<file path="src/rtl/instruction_fetch_pkg.sv">
// Shared definitions for the instruction fetch unit: default widths,
// opcode encodings and the fetch FSM state type.
package instruction_fetch_pkg;

  localparam int ADDR_W_DEF  = 8;
  localparam int INSTR_W_DEF = 16;

  localparam logic [3:0] OP_JMP  = 4'hF;
  localparam logic [3:0] OP_HALT = 4'hE;

  typedef enum logic [2:0] {
    ST_IDLE,
    ST_ISSUE,
    ST_CAPTURE,
    ST_HOLD,
    ST_HALTED
  } state_t;

endpackage

</file>
<file path="src/rtl/instruction_fetch.sv">
// Fetch FSM: request -> capture -> hold; valid 2 cycles after mem_req, 3 cycles/instr minimum.
// Holds the instruction stable while input_instr_ready=0; PC pulses only on the accepting cycle.
module instruction_fetch
  import instruction_fetch_pkg::*;
#(
  parameter int ADDR_W  = ADDR_W_DEF,
  parameter int INSTR_W = INSTR_W_DEF
) (
  input  logic               input_clk,
  input  logic               input_reset,
  input  logic [ADDR_W-1:0]  input_pc,
  output logic               output_pc_enable,
  output logic               output_pc_load,
  output logic [ADDR_W-1:0]  output_pc_load_value,
  output logic               output_mem_req,
  output logic [ADDR_W-1:0]  output_mem_addr,
  input  logic [INSTR_W-1:0] input_mem_data,
  output logic [INSTR_W-1:0] output_instr,
  output logic [ADDR_W-1:0]  output_instr_pc,
  output logic               output_instr_valid,
  input  logic               input_instr_ready
);

  state_t             state_q, state_d;
  logic [INSTR_W-1:0] instr_q, instr_d;
  logic [ADDR_W-1:0]  instr_pc_q, instr_pc_d;
  logic [3:0]         opcode;
  logic               handshake;

  assign opcode    = instr_q[INSTR_W-1 -: 4];
  // Gated by reset so an accept coinciding with reset never moves the PC.
  assign handshake = (state_q == ST_HOLD) && input_instr_ready && !input_reset;

  always_comb begin
    state_d    = state_q;
    instr_d    = instr_q;
    instr_pc_d = instr_pc_q;
    case (state_q)
      ST_IDLE:    state_d = ST_ISSUE;
      ST_ISSUE: begin
        instr_pc_d = input_pc;
        state_d    = ST_CAPTURE;
      end
      ST_CAPTURE: begin
        instr_d = input_mem_data;
        state_d = ST_HOLD;
      end
      ST_HOLD: begin
        if (input_instr_ready) begin
          state_d = (opcode == OP_HALT) ? ST_HALTED : ST_ISSUE;
        end
      end
      ST_HALTED:  state_d = ST_HALTED;
      default:    state_d = ST_IDLE;
    endcase
  end

  always_ff @(posedge input_clk) begin
    if (input_reset) begin
      state_q    <= ST_IDLE;
      instr_q    <= '0;
      instr_pc_q <= '0;
    end else begin
      state_q    <= state_d;
      instr_q    <= instr_d;
      instr_pc_q <= instr_pc_d;
    end
  end

  // The address follows input_pc live so a PC updated on the accepting edge is fetched next.
  assign output_mem_req       = (state_q == ST_ISSUE);
  assign output_mem_addr      = output_mem_req ? input_pc : '0;
  assign output_instr_valid   = (state_q == ST_HOLD);
  assign output_instr         = instr_q;
  assign output_instr_pc      = instr_pc_q;
  assign output_pc_load       = handshake && (opcode == OP_JMP);
  assign output_pc_enable     = handshake && (opcode != OP_JMP) && (opcode != OP_HALT);
  assign output_pc_load_value = output_pc_load ? instr_q[ADDR_W-1:0] : '0;

endmodule

</file>
<file path="config.mk">
export PLATFORM = sky130hd
export DESIGN_NAME = instruction_fetch
export DESIGN_NICKNAME = d
export VERILOG_FILES = /design/src/rtl/instruction_fetch_pkg.sv /design/src/rtl/instruction_fetch.sv
export SDC_FILE = /design/constraint.sdc
export NUM_CORES = 1
export LEC_CHECK = 0
export CORE_ASPECT_RATIO = 1.4
export CORE_MARGIN = 2
export CORE_UTILIZATION = 33
export DETAILED_ROUTE_END_ITERATION = 8
export MAX_ROUTING_LAYER = met4
export PLACE_DENSITY = 0.76
export SLEW_MARGIN = 20
export SYNTH_ARGS = -nofsm -noshare
export SYNTH_HDL_FRONTEND = slang
export SYNTH_SLANG_ARGS = --single-unit
</file>
<file path="constraint.sdc">
create_clock -name input_clk -period 1.3 [get_ports input_clk]
set_input_delay 0.26 -clock input_clk [delete_from_list [all_inputs] [get_ports input_clk]]
set_output_delay 0.26 -clock input_clk [all_outputs]
set_load 0.02 [all_outputs]
</file>
# Word-level counts from Yosys, hierarchy flattened
# Cells that the tools add are included.
[op_classes] mux=5 reduce_logical=7 eq_ne=9
[op_table] op="8-bit two-way mux" n=2
[op_table] op="3-bit case mux with 5 select lines" n=1
[op_table] op="4-bit equality test, second input constant" n=2
[op_table] op="4-bit inequality test, second input constant" n=2
[op_table] op="3-bit by 2-bit equality test with 1-bit output, second input constant" n=2
[op_table] op="3-bit two-way mux" n=2
[op_table] op="1-bit logical AND" n=5
[op_table] op="3-bit by 1-bit equality test with 1-bit output, second input constant" n=1
[op_table] op="3-bit equality test, second input constant" n=1
[op_table] op="3-bit logical NOT" n=1
[op_table] op="2-bit by 1-bit inequality test with 1-bit output, second input constant" n=1
[op_table] op="1-bit logical NOT" n=1
[word_totals] out_inout_bits=44 in_bits=27 word_cells=24 register_bits=27

# Depth between registers and ports, before layout
[depth] word_depth=5 mapped_depth=6 ltp_nobuf=4

# Worst setup path before layout
# No wires, ideal clock.
[synth_path] kind="in2out" start="input port output_instr[13]" end="output port output_pc_load_value[0]" path_stages=4 n_path_buf=0 arrival_ns=1.405 slack_ns=-0.365 required_ns=1.040 cell_sequence="dfxtp_1 -> nand4_1 -> nor4b_4 -> and2_2"
[synth_via] elab_chain_len=3
[synth_rtl] item="start, declared" line="instruction_fetch.sv:18" text="output logic [INSTR_W-1:0] output_instr,"
[synth_rtl] item="4-bit equality test" line="instruction_fetch.sv:76" text="assign output_pc_load = handshake && (opcode == OP_JMP);"
[synth_rtl] item="1-bit logical AND" line="instruction_fetch.sv:76"
[synth_rtl] item="via output_pc_load" line="instruction_fetch.sv:13" text="output logic output_pc_load,"
[synth_rtl] item="8-bit two-way mux" line="instruction_fetch.sv:78" text="assign output_pc_load_value = output_pc_load ? instr_q[ADDR_W-1:0] : '0;"
[synth_rtl] item="end, declared" line="instruction_fetch.sv:14" text="output logic [ADDR_W-1:0] output_pc_load_value,"
# The timed path passes the listed nets, and every way through them passes these cells.

# Worst setup path after layout
[layout_path] start="input port output_instr[14]" end="output port output_pc_load_value[7]"
[layout_via] elab_chain_len=3
[layout_rtl] item="4-bit equality test" line="instruction_fetch.sv:76"
[layout_rtl] item="1-bit logical AND" line="instruction_fetch.sv:76"
[layout_rtl] item="8-bit two-way mux" line="instruction_fetch.sv:78"
# Every way passes these cells.

==> flow_metrics.tcl <==
set metrics [dict create \
    multiInputGateArea_sq_um 751 \
    syn_to_final_growth_pct 117 \
    violations "negative setup slack" \
    ir_drop_uv 694 \
    initial_core_util 0.344 \
    grt_pass1_vias 1152 \
    die_h_um 73.9 \
    track_usage 0.196 \
    hold_viol 0 \
    diodes 0 \
    ys.flop_type "dfxtp_1" \
    antenna_found_initial 0 \
    drv_slew 0 \
    wl_per_cell_um 14.6 \
    n_fill_cell 230 \
    cp-startpoint "output_instr[14]" \
    die_w_um 53.9 \
    ctsHoldBuffers 0 \
    finalSetupTns_ns -8.96 \
    seqCellArea_sq_um 549 \
    r2r_start "state_q[1]" \
    fin_nets 273 \
    setup_viol 40 \
    grt_max_degree 27 \
    crit_required_ns 1.04 \
    io_buffers 70 \
    yosysUniqueCellTypes 24 \
    yosys_warnings 0 \
    worstSetupPathType "reg2out" \
    status "finished with violations" \
    dr.first_iter.drc_count 15 \
    ys_ff_latch 27 \
    core_sq_mm 0.00335 \
    cts_tree "built" \
    syn_area_sq_mm 0.00115 \
    synthArstFlopShare 0 \
    power_density_mw_per_mm2 835 \
    ioPinCount 71 \
    start_kind "flip-flop" \
    p_leak_nw 1.13 \
    hold_slack_ns 0.455 \
    die-area_sq_mm 0.00398 \
    numCtsBuffers 3 \
    clock_skew_ns 0.00422 \
    max-slew-margin-rel 0.809 \
    setup_ws_ns -0.495 \
    wirelength_um 4150 \
    globalplace.congestion 0.722 \
    drive_gt1_frac 0.580 \
    drv_cap 0 \
    period_minus_slack_ns 1.80 \
    antenna_left 0 \
    finalCritPeriodShare 1.38 \
    synth_edf_count 0 \
    worstSkewPairLatency_ns 0.27 \
    hold_class "reg2reg" \
    ys_seq_area_frac 0.470 \
    worstSetupEndpointType "output port" \
    grt_overflow 0 \
    max_freq_mhz 557 \
    hpwl_um 2420 \
    cp_data_arrival_time_ns 1.54 \
    dr.pass1.iters 4 \
    syn_nets 170 \
    cts.root.buffer_cell "clkbuf_8" \
    max-clock-path-buffers 2 \
    drc 0 \
    hold_start "output_instr_pc[0]" \
    vias_per_cell 4.74 \
    path_max_fanout 4 \
    syn_avg_cell_area_sq_um 8.05 \
    clk_pin_slew_ns 0.08 \
    rsz0062_at_grt "yes" \
    dr_total_vias 1350 \
    syn_inst 143 \
    pre_cts_ws_ns -0.913 \
    cts_sinks 27 \
    grt_pass1_wl_um 5500 \
    worst_pin_slew_ns 0.286 \
    htreeDepth 1 \
    row_count 25 \
]
sequential cells by signal (all words and copies together), names as in the netlist:
name	count
output_instr	16
state_q	3
output_instr_pc	8
Yosys cell counts (all sizes together), types with 2 or more instances:
cell / n / area, sq um
o21ai: 2 / 10.0
clkbuf: 3 / 12.5
inv: 9 / 33.8
dfxtp: 27 / 541
nand2: 49 / 184
and2: 8 / 60.1
nor2: 2 / 7.51
buf: 5 / 46.3
or3b: 2 / 17.5
a21oi: 25 / 125
kinds of logic after synthesis:
logic type,share of synthesized area
simple gates,0.307
compound gates,0.129
flops,0.470
buf+inv,0.0946
stage by stage:
step	cell area (sq um)	utilization	cells	total power, mW
after floorplan	1240	-	143	1.19
after global placement	2140	0.640	271	1.49
after detailed placement	2140	0.640	271	1.49
after CTS	2290	0.685	282	1.99
after global routing	2500	0.747	285	2.19
final	2500	0.747	285	2.09
final timing paths:
check,to,slack (ns),cells after the start
setup / recovery,output_pc_load_value[7],-0.50,5
hold / removal,output_instr_pc[0],0.45,2
setup reg to reg,output_instr[4],-0.09,6
hold reg to reg,output_instr_pc[0],0.45,2
what timing repair did:
item	CTS	global route
cloned	3	0
resized for setup	164	82
pin swaps	8	38
setup buffers	7	7
endpoints found under the setup margin	70	49
layout by cell type (no fill, tap or decap), drive strengths merged, types with 2 or more instances in the layout:
cell,n
buf,55
nand2,49
dfxtp,27
clkdlybuf4s50,25
a21oi,25
dlygate4sd2,13
clkbuf,13
and2,8
inv,7
clkinv,4
or3b,2
o21ai,2
clkdlybuf4s15,2
nor2,2
cell type report:
class | instances | share of cell area
inverters | 10 | 0.0300
flip-flops and latches | 27 | 0.220
multi-input cells | 98 | 0.300
repair buffers | 105 | 0.408
well taps | 40 | 0.0200
clock buffers | 4 | 0.0180
repair inverters | 1 | 0.00351
worst max-delay path: stages (launching register included):
cell and delay, ns:
dfxtp_2 0.34, nand4_1 0.17, nor4b_4 0.33, buf_4 0.19, and2_4 0.14, buf_6 0.11
routing by layer:
| metal | routed length [um] | up-vias | track usage |
|---|---|---|---|
| li1 | - | 663 | - |
| met1 | 1580 | 657 | 0.227 |
| met2 | 2450 | 25 | 0.344 |
| met3 | 83 | 5 | 0.0183 |
| met4 | 44 | 0 | 0.0598 |
| met5 | 0 | - | - |
power by group:
part	switching, mW	internal, mW	leakage [nW]
combinational	0.352	0.362	0.889
sequential	0.0342	0.878	0.223
clock	0.241	0.219	0.0228
total	0.627	1.46	1.13
No activity file was read; power rests on OpenSTA's default activity.
